==> config.mk <==
export PLATFORM = sky130hd
export DESIGN_NAME = rr_lock_arbiter
export DESIGN_NICKNAME = d
export VERILOG_FILES = /design/src/rtl/rr_lock_arbiter_pkg.sv /design/src/rtl/rr_lock_arbiter_pick.sv /design/src/rtl/rr_lock_arbiter.sv
export SDC_FILE = /design/constraint.sdc
export NUM_CORES = 1
export LEC_CHECK = 0
export ABC_AREA = 1
export CORE_ASPECT_RATIO = 1.5
export CORE_MARGIN = 5
export CORE_UTILIZATION = 35
export DETAILED_ROUTE_END_ITERATION = 8
export PLACE_DENSITY_LB_ADDON = 0.12
export SLEW_MARGIN = 20
export SYNTH_ARGS = -nofsm -noshare
export SYNTH_HDL_FRONTEND = slang
export SYNTH_HIERARCHICAL = 1
export SYNTH_SLANG_ARGS = --single-unit
==> constraint.sdc <==
create_clock -name clk -period 4.8 [get_ports clk]
set_clock_uncertainty 0.1 [all_clocks]
set_input_delay 1.44 -clock clk [delete_from_list [all_inputs] [get_ports clk]]
set_output_delay 1.44 -clock clk [all_outputs]
set_load 0.05 [all_outputs]
==> src/rtl/rr_lock_arbiter_pkg.sv <==
// Shared types and layout helpers for the transaction-locking round-robin arbiter.
package rr_lock_arbiter_pkg;

   // Arbitration state: FREE picks a new winner, LOCKED holds the current owner.
   typedef enum logic {
      FREE   = 1'b0,
      LOCKED = 1'b1
   } arb_state_t;

   // Width of a source index; never zero so NUM=1 still has a 1-bit index.
   function automatic int ctrl_w(input int num);
      return (num <= 2) ? 1 : $clog2(num);
   endfunction

   // Output word layout: payload sits at bit 0, the source index directly above it.
   localparam int PAYLOAD_LSB = 0;

   function automatic int src_idx_lsb(input int din);
      return din;
   endfunction

endpackage

==> src/rtl/rr_lock_arbiter_pick.sv <==
// Cyclic priority encoder: first asserted request at or after ptr, wrapping at NUM.
module rr_pick
   import rr_lock_arbiter_pkg::*;
#(
   parameter int NUM    = 4,
   parameter int CTRL_W = 2
) (
   input  logic [NUM-1:0]    req,
   input  logic [CTRL_W-1:0] ptr,
   output logic [CTRL_W-1:0] idx,
   output logic              any
);

   // Walk the request vector starting at ptr and keep the first hit.
   always_comb begin
      int cand;
      cand = 0;
      idx  = '0;
      any  = 1'b0;
      for (int k = 0; k < NUM; k++) begin
         cand = int'(ptr) + k;
         if (cand >= NUM) cand = cand - NUM;
         if (!any && req[cand]) begin
            any = 1'b1;
            idx = CTRL_W'(cand);
         end
      end
   end

endmodule

==> src/rtl/rr_lock_arbiter.sv <==
// Round-robin arbiter that merges NUM valid/ready producers into one consumer,
// holding the grant for a whole transaction (up to the eot beat).
module rr_lock_arbiter
   import rr_lock_arbiter_pkg::*;
#(
   parameter  int NUM      = 4,
   parameter  int DIN      = 16,
   parameter  bit EOT_LOCK = 1'b1,
   localparam int CTRL_W   = ctrl_w(NUM)
) (
   input  logic                  clk,
   input  logic                  rst,
   input  logic [NUM-1:0]        din_valid,
   output logic [NUM-1:0]        din_ready,
   input  logic [NUM*DIN-1:0]    din_data,
   output logic                  dout_valid,
   input  logic                  dout_ready,
   output logic [DIN+CTRL_W-1:0] dout_data
);

   localparam int SRC_LSB = src_idx_lsb(DIN);

   arb_state_t        state, state_nxt;
   logic [CTRL_W-1:0] ptr, ptr_nxt;
   logic [CTRL_W-1:0] lock_idx, lock_idx_nxt;

   logic [CTRL_W-1:0] pick_idx;
   logic              pick_any;
   logic [CTRL_W-1:0] g;
   logic              active;
   logic [DIN-1:0]    sel_data;
   logic              accept;
   logic              eot;

   // Next priority pointer after index v, wrapping at NUM (also for non-power-of-2 NUM).
   function automatic logic [CTRL_W-1:0] wrap_inc(input logic [CTRL_W-1:0] v);
      if (int'(v) >= NUM - 1) return '0;
      return v + 1'b1;
   endfunction

   rr_pick #(
      .NUM    (NUM),
      .CTRL_W (CTRL_W)
   ) u_pick (
      .req (din_valid),
      .ptr (ptr),
      .idx (pick_idx),
      .any (pick_any)
   );

   // Current grant: round-robin pick when free, the locked owner otherwise.
   always_comb begin
      g      = pick_idx;
      active = pick_any;
      if (state == LOCKED) begin
         g      = lock_idx;
         active = 1'b0;
         for (int i = 0; i < NUM; i++) begin
            if (lock_idx == CTRL_W'(i)) active = din_valid[i];
         end
      end
      sel_data = '0;
      for (int i = 0; i < NUM; i++) begin
         if (g == CTRL_W'(i)) sel_data = din_data[i*DIN +: DIN];
      end
   end

   // Arbitration state register; reset abandons any open transaction.
   always_ff @(posedge clk) begin
      if (rst) begin
         state    <= FREE;
         ptr      <= '0;
         lock_idx <= '0;
      end else begin
         state    <= state_nxt;
         ptr      <= ptr_nxt;
         lock_idx <= lock_idx_nxt;
      end
   end

   // Next-state logic: lock on the first offered beat, release on an accepted eot.
   always_comb begin
      state_nxt    = state;
      ptr_nxt      = ptr;
      lock_idx_nxt = lock_idx;
      case (state)
         FREE: begin
            if (accept && eot) begin
               ptr_nxt = wrap_inc(g);
            end else if (active) begin
               // Either a multi-beat packet started or the beat is stalled:
               // freeze the grant so the offered data cannot change.
               state_nxt    = LOCKED;
               lock_idx_nxt = g;
            end
         end
         LOCKED: begin
            if (accept && eot) begin
               state_nxt = FREE;
               ptr_nxt   = wrap_inc(lock_idx);
            end
         end
         default: state_nxt = FREE;
      endcase
   end

   // Combinational outputs; nothing is offered or readied while rst is high.
   always_comb begin
      dout_valid = active & ~rst;
      accept     = dout_valid & dout_ready;
      eot        = sel_data[DIN-1] | (EOT_LOCK == 1'b0);
      for (int i = 0; i < NUM; i++) begin
         din_ready[i] = dout_ready & active & (g == CTRL_W'(i)) & ~rst;
      end
      dout_data                        = '0;
      dout_data[PAYLOAD_LSB +: DIN]    = sel_data;
      dout_data[SRC_LSB +: CTRL_W]     = g;
   end

endmodule

Yosys cells after proc, flatten, opt, wreduce, memory -nomap -nowiden

Cells that the tools add are included.

Output and inout bits: 23
Bits of input ports: 71
Bits in registers: 5

Reduce and logical (&&, ||, !) cells: 11
$add $sub $neg: 9
Order comparisons: 10
Equal/unequal tests: 8
Bitwise logic cells: 14
Multiplexer cells: 51

Operators with widths:

| cell                  | count |
|---|---|
| $lt 32x4->1 const B   | 4 |
| $mux 32               | 4 |
| $ge 32x4->1 const B   | 3 |
| $sub 32x4->32 const B | 3 |
| $mux 16               | 4 |
| $mux 1                | 26 |
| $mux 2                | 11 |
| $and 1x1->1           | 11 |
| $bmux 1 s2            | 4 |
| $eq 2x2->1 const B    | 4 |
| $add 2x2->3 const B   | 2 |
| $add 2x1->2 const B   | 2 |
| $eq 2x1->1 const B    | 2 |
| $ge 2x2->1 const B    | 2 |
| $logic_and 1x1->1     | 4 |
| $logic_not 2->1       | 2 |
| $pmux 2 s2            | 1 |
| $sub 2x3->4 const B   | 1 |
| $add 2x1->3 const B   | 1 |
| $ge 2x3->1 const B    | 1 |
| $logic_not 1->1       | 3 |
| $not 1->1             | 3 |
| $reduce_and 3->1      | 1 |
| $ne 2x1->1 const B    | 1 |
| other kinds (3)       | 3 |

Depth between registers and ports, before layout

Gate-level depths: netlist of the first run.

Word-level depth: 27
Gate-level depth with buffers: 25
Gate-level depth less buffers: 24

Modules after synthesis

The synthesis of the first run kept the hierarchy.

By module, submodules not included:

| module          | cells each | times used | area an instance (um2) |
|---|---|---|---|
| rr_lock_arbiter | 178        | 1          | 1001.0 |
| rr_pick         | 59         | 1          | 319.1 |

Worst setup path after synthesis of the first run

Ideal clock, no wire load.

Path type: in2out
Start: input port din_valid[0]
End: output port dout_data[2]
Arrival time: 4.306 ns
Data required time: 3.260 ns
Setup slack: -1.046 ns
Cell stages on the path: 13
Path buffers: 2
Cells stage by stage: inv_1 -> nand2_1 -> nand3_1 -> nand2_2 -> inv_1 -> nand4_1 -> nand3_1 -> o21ai_0 -> inv_1 -> ha_1 -> buf_2 -> clkbuf_1 -> o21ai_0

Cells in the longest elaborated chain, start to end: 19
Elaborated cells between the ends (all ways): 34
Classes of those cells: eq/ne (3); mux (24); reduce/logical (7)

Ends and longest elaborated chain:

| element                                   | line                       | RTL |
|---|---|---|
| from (decl)                               | rr_lock_arbiter.sv:13      | `input logic [NUM-1:0] din_valid,` |
| $bmux 1 s2                                | rr_lock_arbiter_pick.sv:23 | `if (!any && req[cand]) begin` |
| $mux 1 (not written as such) (2 in a row) | rr_lock_arbiter_pick.sv:23 |  |
| $mux 1                                    | rr_lock_arbiter_pick.sv:23 |  |
| $logic_not 1->1                           | rr_lock_arbiter_pick.sv:23 |  |
| $logic_and 1x1->1                         | rr_lock_arbiter_pick.sv:23 |  |
| $mux 1                                    | rr_lock_arbiter_pick.sv:23 |  |
| $logic_not 1->1                           | rr_lock_arbiter_pick.sv:23 |  |
| $logic_and 1x1->1                         | rr_lock_arbiter_pick.sv:23 |  |
| [... 2 more ...]                          | n/a                        |  |
| $logic_and 1x1->1                         | rr_lock_arbiter_pick.sv:23 |  |
| $mux 2 (*)                                | rr_lock_arbiter_pick.sv:23 |  |
| via pick_idx[1]                           | rr_lock_arbiter.sv:27      | `logic [CTRL_W-1:0] pick_idx;` |
| $mux 2 (*)                                | rr_lock_arbiter.sv:55      | `if (state == LOCKED) begin` |
| via dout_data[17]                         | rr_lock_arbiter.sv:18      | `output logic [DIN+CTRL_W-1:0] dout_data` |
| $logic_not 2->1                           | rr_lock_arbiter.sv:64      | `if (g == CTRL_W'(i)) sel_data = din_data[i*DIN +: DIN];` |
| $mux 16 (3 in a row)                      | rr_lock_arbiter.sv:64      |  |
| $mux 16 (*)                               | rr_lock_arbiter.sv:64      |  |
| to (decl)                                 | rr_lock_arbiter.sv:18      |  |

The timed path passes the listed nets; every way through them passes the cells marked *. The select of a mux whose other input is x is not followed.

Worst setup path in the final report of the first run

Start: input port din_valid[3]
End: output port dout_data[1]

Cells in the longest elaborated chain, start to end: 19
Elaborated cells between the ends (all ways): 34
Classes of those cells: eq/ne (3); mux (24); reduce/logical (7)

Ends and longest elaborated chain:

| element                                   | line |
|---|---|
| $bmux 1 s2                                | rr_lock_arbiter_pick.sv:23 |
| $mux 1 (not written as such) (2 in a row) | rr_lock_arbiter_pick.sv:23 |
| $mux 1                                    | rr_lock_arbiter_pick.sv:23 |
| $logic_not 1->1                           | rr_lock_arbiter_pick.sv:23 |
| $logic_and 1x1->1                         | rr_lock_arbiter_pick.sv:23 |
| $mux 1                                    | rr_lock_arbiter_pick.sv:23 |
| $logic_not 1->1                           | rr_lock_arbiter_pick.sv:23 |
| $logic_and 1x1->1                         | rr_lock_arbiter_pick.sv:23 |
| $mux 1                                    | rr_lock_arbiter_pick.sv:23 |
| $logic_not 1->1                           | rr_lock_arbiter_pick.sv:23 |
| $logic_and 1x1->1                         | rr_lock_arbiter_pick.sv:23 |
| $mux 2 (*)                                | rr_lock_arbiter_pick.sv:23 |
| via pick_idx[0]                           | rr_lock_arbiter.sv:27 |
| $mux 2 (*)                                | rr_lock_arbiter.sv:55 |
| $logic_not 2->1                           | rr_lock_arbiter.sv:64 |
| $mux 16 (3 in a row)                      | rr_lock_arbiter.sv:64 |
| $mux 16 (*)                               | rr_lock_arbiter.sv:64 |

Marked as above.

==> results of run 1 <==
[area by class of cell]
class | instances | area [µm²]
tap | 43 | 53.8
fill | 149 | 308
timing repair inverter | 1 | 6.26
inverter | 24 | 136
timing repair buffer | 132 | 1570
sequential | 5 | 100
multi-input combinational | 196 | 1430
clock buffer | 4 | 45.0
[worst max-delay path, delay by kind of cell]
family | cells | cell delay (ns)
compound gates | 2 | 0.28
simple gates | 12 | 0.89
fa+ha+maj | 1 | 0.23
buf+inv | 8 | 0.77
[layout by cell type (no fill, tap or decap), types with 7 or more instances in the layout]
cell / count
a21oi_2: 7
clkdlybuf4s50_1: 66
nor2_1: 19
nand2_2: 29
nor2_2: 7
nand2_1: 47
buf_4: 28
buf_12: 27
a21oi_4: 15
o211ai_1: 14
nand3_1: 9
a21oi_1: 9
inv_1: 9
[how the worst max path moves through the flow]
stage	start	to	slack, ns	cells after the start
6_report	din_valid[3]	dout_data[1]	-0.34	23
5_1_grt	din_valid[3]	dout_data[1]	-0.50	23
4_1_cts	din_valid[3]	dout_data[7]	-0.18	20
3_5_place_dp	din_valid[1]	dout_data[3]	-0.74	22
3_3_place_gp	din_valid[1]	dout_data[6]	-0.69	21
2_1_floorplan	din_valid[1]	dout_data[0]	-0.38	20
[power groups by stage]
stage	clock, mW	combinational, mW	sequential [mW]
5_1_grt	0.0822	3.22	0.0802
2_1_floorplan	0	1.54	0.0694
3_3_place_gp	0	2.62	0.0754
3_5_place_dp	0	2.67	0.0770
6_report	0.0762	3.11	0.0783
4_1_cts	0.0781	2.94	0.0778
[layer usage]
| metal | part of all wire [%] | wire [µm] | track usage (%) | vias up |
|---|---|---|---|---|
| met5 | 0 | 0 | 0 | - |
| met3 | 7.2 | 607 | 4.72 | 48 |
| met4 | 6.4 | 538 | 17.1 | 0 |
| met2 | 54 | 4530 | 53.7 | 161 |
| li1 | - | - | - | 1029 |
| met1 | 32 | 2720 | 27.6 | 1082 |
[logic make-up after synthesis]
kind of cell,count (synthesis),synth area share (%)
simple gates,130,45.8
fa+ha+maj,8,7.58
compound gates,58,25.9
flops,5,7.58
buf+inv,36,13.2
[timing repair]
item                       4_1_cts  5_1_grt
resized for setup               83       17
setup buffers                   12        2
pin swaps                       39       25
hold endpoints to repair         0        0
gates cloned                     2        0
setup endpoints to repair       22       20
[state kept, by name (all words and copies together) (netlist names)]
signal    flops
lock_idx      2
ptr           2
state         1
==> impl_metrics.ini, run 1 <==
[global_routing]
grt_use_total_pct = 28.7
grt_max_degree = 16
grt_pass1_wl_um = 11400
antenna_found_initial = 0
overflow = 0
grt_pass1_vias = 2431

[synth]
synthArstFlopShare_pct = 0
synth_cells = 237
ys_types = 27
yosys_warnings = 6
synth_area_per_cell_um2 = 5.57
synth_top_cell_by_area = nand2_1
syn_nets = 316
synth_area_leaders = nand2_1 19%, a21oi_1 11%, nor2_1 8.5%
synth_area_um2 = 1320
synth_top_area_share_pct = 19.1
synth_top_cells_by_count = 67 x nand2_1, 30 x nor2_1, 29 x a21oi_1, 18 x inv_1, 14 x o211ai_1
synth_seq_cells = 5
ys_seq_area_share_pct = 7.58
synth_edf_count = 0
yosysMostFrequentCell = nand2_1
yosys_most_used_dff = dfxtp_1

[clock_network]
cts_tree = yes
insertion_delay_ns = 0.22
clock-sinks = 5
cts_buffers = 3
clockBufferDepth = 2
htree_levels = 1
root_buffer = clkbuf_8
clk_pin_slew_ns = 0.03
ctsHoldBuffers = 0

[timing]
setup_slack_ns = -0.336
slew_headroom_pct = 78.1
setup_viol = 17
period_share_pct = 107
slew_viol_final = 0
fin_hold_ws_ns = 0.456
min_period_ns = 5.14
tightestPinTransition_ns = 0.327
fmax_ghz = 0.195
rsz0062_at_grt = yes
finalHoldViolCount = 0
tns_ns = -4.26

[power_and_ir_drop]
power_mw = 3.27
ir_drop_v = 0.000706
p_leak_nw = 1.41
comb_power_share_pct = 95.3
powerDensity_nw_per_um2 = 977
power.internal_mw = 1.52
switching_power_mw = 1.74
sequentialPowerShare_pct = 2.4
p_clk_share_pct = 2.3
p_sw_share_pct = 53.4

[floorplanning]
initial_core_util_pct = 36.2
rows = 27
core_um2 = 3650
die_h_um = 85.2
io_pins = 94
die_x_um = 60.1
fp.dieArea_um2 = 5120

[setup_path]
r2r-end = ptr[0]
ff2ff_path_depth = 25
path_class = in2out
cpMaxStageDelayCell = ha_4
worstPathCellList = buf_8 > inv_4 > nand2_2 > nand2_1 > nand2_1 > nand2_2 > nor2_2 > nor2_2 > nand2_1 > nand2_1 > inv_1 > nor2_2 > inv_2 > nand2_4 > clkinvlp_4 > ha_4 > inv_8 > buf_12 > nor2_1 > o21ai_1 > o211ai_1 > nand2_2 > buf_12
arrival_ns = 3.60
cpMostUsedCell = nand2_1
end_kind = output pin
r2r_start = ptr[0]
path_max_fanout = 5
r2r_slack_ns = 1.62
critPathMaxStageDelay_ns = 0.23
required_ns = 3.26
crit_path_start_kind = input pin

[finish]
area_growth_syn_to_layout_pct = 153
postLayoutCellArea_um2 = 3340
diodes = 0
stdcell_count = 405
drive_gt1_share_pct = 46.7
nNetsFinal = 442
final_util_pct = 91.6

[placed_design]
placed_cell_area_um2 = 2910
io_buffers = 93
place_ws_ns = -0.740
gp_congestion = 0.899
place_inst = 388
dp_hpwl_um = 4950

[routing]
vias_per_cell = 5.73
drt-initial-drc-count = 137
detail_route.wl_per_cell_um = 20.7
drt_pass1_iterations = 4
routed_wirelength_um = 8390
vias = 2320
drtAntennaViolNets = 0
drc = 0

[min_path]
hold_class = reg2reg
min_to = lock_idx[0]
hold_depth = 2
hp-start = lock_idx[0]

[flow_run]
cap_viol_max_count = 0

[outcome]
status = complete, but fails checks
violations = setup timing
(Power assumes the default switching activity.)
==> inputs of run 2 (changes only) <==
CORE_ASPECT_RATIO = 1.1   (was 1.5)
CORE_UTILIZATION = 30   (was 35)
==> run 2 against run 1 <==
The flow still finishes with violations (setup timing); count of clock-buffer cells in the layout is the same; final area shrank 3.0%; power shrank 8.5%; global-route usage shrank 8.5 points; critical path depth shrank 2; final cell count grew 1.2%; critical path type unchanged; highest routed layer unchanged.
==> impl_metrics.ini, run 2 (same netlist as run 1, synthesis figures left out) <==
[outcome]
status = complete, but fails checks
violations = setup timing

[power_and_ir_drop]
p_sw_share_pct = 53.4
p_leak_nw = 1.37
switching_power_mw = 1.59
sequentialPowerShare_pct = 2.6
power_mw = 2.99
power.internal_mw = 1.39
powerDensity_nw_per_um2 = 921
comb_power_share_pct = 94.9
p_clk_share_pct = 2.6
ir_drop_v = 0.000490

[routing]
drt_pass1_iterations = 4
met1Wirelength_um = 2430
drt-initial-drc-count = 90
vias_per_cell = 4.89
detail_route.wl_per_cell_um = 15.3
top_layer = met4
routed_wirelength_um = 6260
met3WireLength_um = 452
dr_wl_met2_um = 3230
drtAntennaViolNets = 0
vias = 2003
drc = 0

[timing]
period_share_pct = 104
setup_slack_ns = -0.201
rsz0062_at_grt = yes
min_period_ns = 5.00
slew_headroom_pct = 75.5
fmax_ghz = 0.200
tightestPinTransition_ns = 0.367
finalHoldViolCount = 0
setup_viol = 17
slew_viol_final = 0

[clock_network]
clk_pin_slew_ns = 0.03
cts_buffers = 3
root_buffer = clkbuf_8
clockBufferDepth = 2
insertion_delay_ns = 0.22
clock-sinks = 5
cts_tree = yes
htree_levels = 1

[setup_path]
path_class = in2out
critPathMaxStageDelay_ns = 0.21
crit_end = dout_data[9]
worstPathCellList = buf_8 > inv_6 > nand2_2 > nand2_1 > nand2_1 > nand2_2 > nor2_2 > nor2_2 > nand2_1 > nand2_1 > inv_2 > nor2_4 > inv_2 > nand2_4 > clkinvlp_4 > ha_4 > buf_12 > inv_6 > o211ai_1 > a21oi_4 > buf_12
ff2ff_path_depth = 25
cp_num_buf_inv = 8
arrival_ns = 3.46
path_delay_family = buffers and inverters
end_kind = output pin
r2r-end = ptr[1]
required_ns = 3.26
path_max_fanout = 6
critPathLaunch = din_valid[2]
cpMaxStageDelayCell = ha_4
r2r_slack_ns = 1.80
crit_path_start_kind = input pin
cp.depth = 21
cpMostUsedCell = nand2_1
r2r_start = ptr[0]

[finish]
drive_gt1_share_pct = 46.1
largestRegisters = lock_idx x2, ptr x2, state x1
final_cell_mix = 66 x clkdlybuf4s50_1, 48 x nand2_1, 27 x buf_4, 26 x buf_12, 25 x nand2_2
diodes = 0
layout_commonest_cell = clkdlybuf4s50_1
nNetsFinal = 436
area_growth_syn_to_layout_pct = 146
postLayoutCellArea_um2 = 3240

[placed_design]
dp_hpwl_um = 4720
io_buffers = 93
gp_congestion = 0.879
placed_cell_area_um2 = 2890
place_ws_ns = -0.776

[floorplanning]
die_h_um = 79.6
io_pins = 94
fp.dieArea_um2 = 5830
die_x_um = 73.2
core_um2 = 4290
rows = 25
initial_core_util_pct = 30.8

[min_path]
hold_class = reg2reg

[global_routing]
grt_pass1_vias = 1977
grt_use_total_pct = 20.3
antenna_found_initial = 0
grt_max_degree = 25
grt_pass1_wl_um = 9500
overflow = 0

[flow_run]
cap_viol_max_count = 0
run 2: cell types whose count changed in the layout (fill, tap and decap cells not counted), moves of 3 or more:
cell     previous run  this run
a21oi_4            15        10
a21oi_2             7        11
buf_6               6         2
inv_4               5         1
nand2_2            29        25
nor2_2              7        11
inv_6               1         4
nand2_4             5         8
run 2: through the flow:
stage	util, %	hold slack (ns)	TNS (ns)	cells
3_5_place_dp	67.5	0.448	-13.94	398
4_1_cts	72.6	0.452	-2.05	406
3_3_place_gp	67.5	0.449	-13.02	398
2_1_floorplan	-	0.403	-5.38	237
6_report	75.6	0.453	-2.77	410
5_1_grt	75.6	0.487	-5.11	410
run 2: cell type report:
class | instances | area [µm²]
Timing Repair inverter | 3 | 31.3
Multi-Input combinational cell | 196 | 1400
Clock buffer | 4 | 45.0
Inverter | 24 | 146
Fill cell | 326 | 1040
Tap cell | 54 | 67.6
Sequential cell | 5 | 100
Timing Repair Buffer | 124 | 1450
run 2: what timing repair did:
| item | CTS | global route |
|---|---|---|
| buffers inserted | 4 | 3 |
| gates resized for setup | 63 | 29 |
| endpoints found under the setup margin | 22 | 20 |
| pin swaps | 51 | 27 |
| cloned | 1 | 2 |
| hold buffers | 0 | 0 |
run 2: worst min-delay path by stage:
| stage | startpoint | endpoint | cells past startpoint |
|---|---|---|---|
| floorplan | ptr[0] | ptr[0] | 2 |
| global placement | lock_idx[0] | lock_idx[0] | 2 |
| detailed placement | lock_idx[0] | lock_idx[0] | 2 |
| CTS | lock_idx[0] | lock_idx[0] | 2 |
| global route | lock_idx[0] | lock_idx[0] | 2 |
| finish | lock_idx[0] | lock_idx[0] | 2 |
run 2: power by group through the flow:
stage,Clock [mW],Sequential (mW),Combinational (mW)
floorplan,0,0.0694,1.54
global placement,0,0.0755,2.58
detailed placement,0,0.0750,2.61
CTS,0.0780,0.0765,2.73
global route,0.0824,0.0794,2.99
finish,0.0762,0.0774,2.83
run 2: worst min-delay path, cell delays in order (launching register included):
cell,delay (ns)
dfxtp_1,0.34
a21oi_1,0.12
nor2_1,0.05
run 2: metal layers:
| metal | vias to the layer above | global-route usage (%) |
|---|---|---|
| met5 | - | 0 |
| met4 | 0 | 5.17 |
| met3 | 14 | 1.26 |
| met2 | 72 | 37.7 |
| met1 | 902 | 24.6 |
| li1 | 1015 | - |
==> inputs of run 3 (changes only) <==
ABC_AREA = unset   (was 1)
clock period = 4.85 ns   (was 4.8 ns; I/O delays follow)
==> run 3 against run 2 <==
The flow still finishes with violations (setup timing); utilization is 13 points higher; register-to-register slack better by 0.13 ns; critical endpoint is now dout_data[1]; power down 70%; setup slack better by 0.11 ns; largest power group unchanged; die area fell by 16%; sequential power fell by 30%; flip-flop and latch count is the same; final cell count shrank 15%; sequential share of layout area up 0.074 points; wire length up 1.9%; clock power is 4.2% higher.
==> impl_metrics.ini, run 3 <==
[power_and_ir_drop]
powerDensity_nw_per_um2 = 280
p_leak_nw = 1.18
ir_drop_v = 0.000273
sequentialPowerShare_pct = 6.1
comb_power_share_pct = 84.9
switching_power_mw = 0.402
p_sw_share_pct = 45.3
p_clk_share_pct = 9.0
power.internal_mw = 0.485

[synth]
ys_seq_area_share_pct = 9.24
synth_area_per_cell_um2 = 6.02
synth_area_um2 = 1080
synth_top_cell_by_area = a21oi_1
synth_cells = 180
synth_top_cells_by_count = 40 x a21oi_1, 34 x nand2_1, 17 x o21ai_0, 16 x nand3b_1
ys_types = 29
yosysMostFrequentCell = a21oi_1
synth_seq_cells = 5
yosys_warnings = 6
syn_nets = 259
synthArstFlopShare_pct = 0
yosys_most_used_dff = dfxtp_1
synth_edf_count = 0
synth_area_leaders = a21oi_1 18%, nand2_1 12%, nand3b_1 11%
synth_top_area_share_pct = 18.5

[finish]
num-fill-cells = 172
final_cell_mix = 66 x clkdlybuf4s50_1, 34 x nand2_1, 28 x a21oi_2, 27 x buf_12, 19 x buf_4
layout_commonest_cell = clkdlybuf4s50_1
postLayoutCellArea_um2 = 3170
diodes = 0
final_util_pct = 88.7
multi_input_area_um2 = 1350
stdcell_count = 348
largestRegisters = lock_idx x2, ptr x2, state x1
seqCellArea_um2 = 100
drive_gt1_share_pct = 45.3
nNetsFinal = 378
area_growth_syn_to_layout_pct = 192

[routing]
routed_wirelength_um = 6380
drt_pass1_iterations = 4
drc = 0
vias_per_cell = 5.23
drtAntennaViolNets = 0
vias = 1820
detail_route.wl_per_cell_um = 18.3
drt-initial-drc-count = 100

[global_routing]
grt_use_total_pct = 23.9
grt_max_degree = 28
overflow = 0
grt_pass1_vias = 1916
grt_pass1_wl_um = 9050
antenna_found_initial = 0

[clock_network]
root_buffer = clkbuf_8
htree_levels = 1
insertion_delay_ns = 0.22
clk_pin_slew_ns = 0.04
ctsHoldBuffers = 0
clock-sinks = 5
clockBufferDepth = 2
cts_tree = yes
cts_buffers = 3

[timing]
min_period_ns = 4.94
fmax_ghz = 0.203
tns_ns = -0.932
rsz0062_at_grt = yes
finalHoldViolCount = 0
setup_slack_ns = -0.0882
slew_viol_final = 0
period_share_pct = 102
slew_headroom_pct = 56.4
setup_viol = 16
tightestPinTransition_ns = 0.654

[placed_design]
placed_cell_area_um2 = 2620
dp_hpwl_um = 4280
place_ws_ns = -0.603
io_buffers = 93
gp_congestion = 0.860
place_inst = 328

[outcome]
violations = setup timing
status = complete, but fails checks

[setup_path]
path_class = in2out
critPathMaxStageDelay_ns = 0.38
cpMaxStageDelayCell = a221o_1
path_max_fanout = 8
required_ns = 3.29
worstPathCellList = buf_8 > inv_4 > a221o_1 > a21oi_4 > mux2i_4 > buf_6 > ha_4 > buf_6 > buf_16 > nand3b_1 > a21oi_2 > a21oi_2 > o21ai_4 > buf_12
end_kind = output pin
arrival_ns = 3.38
crit_path_start_kind = input pin

[floorplanning]
die_h_um = 73.0
initial_core_util_pct = 30.4
core_um2 = 3570
rows = 23
fp.dieArea_um2 = 4910
die_x_um = 67.3
io_pins = 94

[min_path]
hold_class = reg2reg

[flow_run]
cap_viol_max_count = 0
## run 3: cell types whose count changed after synthesis, moves of 6 or more
| cell | previous run | this run |
|---|---|---|
| o21ai_0 | 11 | 17 |
| nand2_1 | 67 | 34 |
| a21oi_1 | 29 | 40 |
| o211ai_1 | 14 | 3 |
| nand3_1 | 11 | 2 |
| clkbuf_1 | 4 | 11 |
| inv_1 | 18 | 11 |
| nor2_1 | 30 | 6 |
| nand3b_1 | 1 | 16 |
| nand2_2 | 11 | 0 |
## run 3: timing repair
action / in CTS / in global routing
hold endpoints to repair: 0 / 0
pin swaps: 10 / 29
setup buffers: 7 / 8
setup endpoints to repair: 20 / 17
gates cloned: 2 / 0
resized for setup: 61 / 35
## run 3: stage by stage
stage               power, mW  hold slack (ns)
global route            0.926            0.518
finish                  0.887            0.475
floorplan               0.394            0.380
detailed placement      0.693            0.434
global placement        0.683            0.435
CTS                     0.844            0.453
## run 3: power groups by stage
stage	sequential, mW	clock, mW	combinational (mW)
after floorplan	0.0483	0	0.345
after global placement	0.0521	0	0.631
after detailed placement	0.0525	0	0.641
after CTS	0.0534	0.0793	0.712
after global routing	0.0549	0.0833	0.788
final	0.0544	0.0794	0.753
## run 3: logic make-up (layout without fill, tap and decap cells)
family / count (synthesis) / after routing / share of synthesized area [%]
AO/OA/AOI/OAI: 72 / 72 / 38.9
buffers and inverters: 26 / 144 / 9.24
adder cells (fa/ha/maj): 8 / 8 / 9.24
multiplexers: 3 / 3 / 2.77
flip-flops: 5 / 5 / 9.24
AND/OR/NAND/NOR: 66 / 66 / 30.6
## run 3: worst paths after layout
| kind | from | endpoint | slack [ns] | depth (start not counted) |
|---|---|---|---|---|
| worst max-delay path | din_valid[1] | dout_data[1] | -0.09 | 14 |
| worst max register to register | ptr[0] | lock_idx[0] | 1.93 | 15 |
| worst min register to register | ptr[0] | ptr[0] | 0.47 | 2 |
| worst min-delay path | ptr[0] | ptr[0] | 0.47 | 2 |
## run 3: routing by layer
metal | GRT usage, % | wire length (µm) | vias up
li1 | - | - | 875
met1 | 25.1 | 2350 | 845
met2 | 47.7 | 3380 | 82
met3 | 4.47 | 492 | 18
met4 | 4.95 | 153 | 0
met5 | 0 | 0 | -
## run 3: area by class of cell
class                      count  share of cell area [%]
inverter                      13                    1.94
multi-input combinational    149                    42.5
sequential                     5                    3.16
clock buffer                   4                    1.42
timing repair buffer         127                    49.0
tap                           50                    1.98
## run 3: worst max-delay path: cells and delay by family
kind | cells | cell delay (ns)
AO/OA/AOI/OAI | 5 | 0.88
adder cells (fa/ha/maj) | 1 | 0.15
buffers and inverters | 6 | 0.67
multiplexers | 1 | 0.10
AND/OR/NAND/NOR | 1 | 0.13
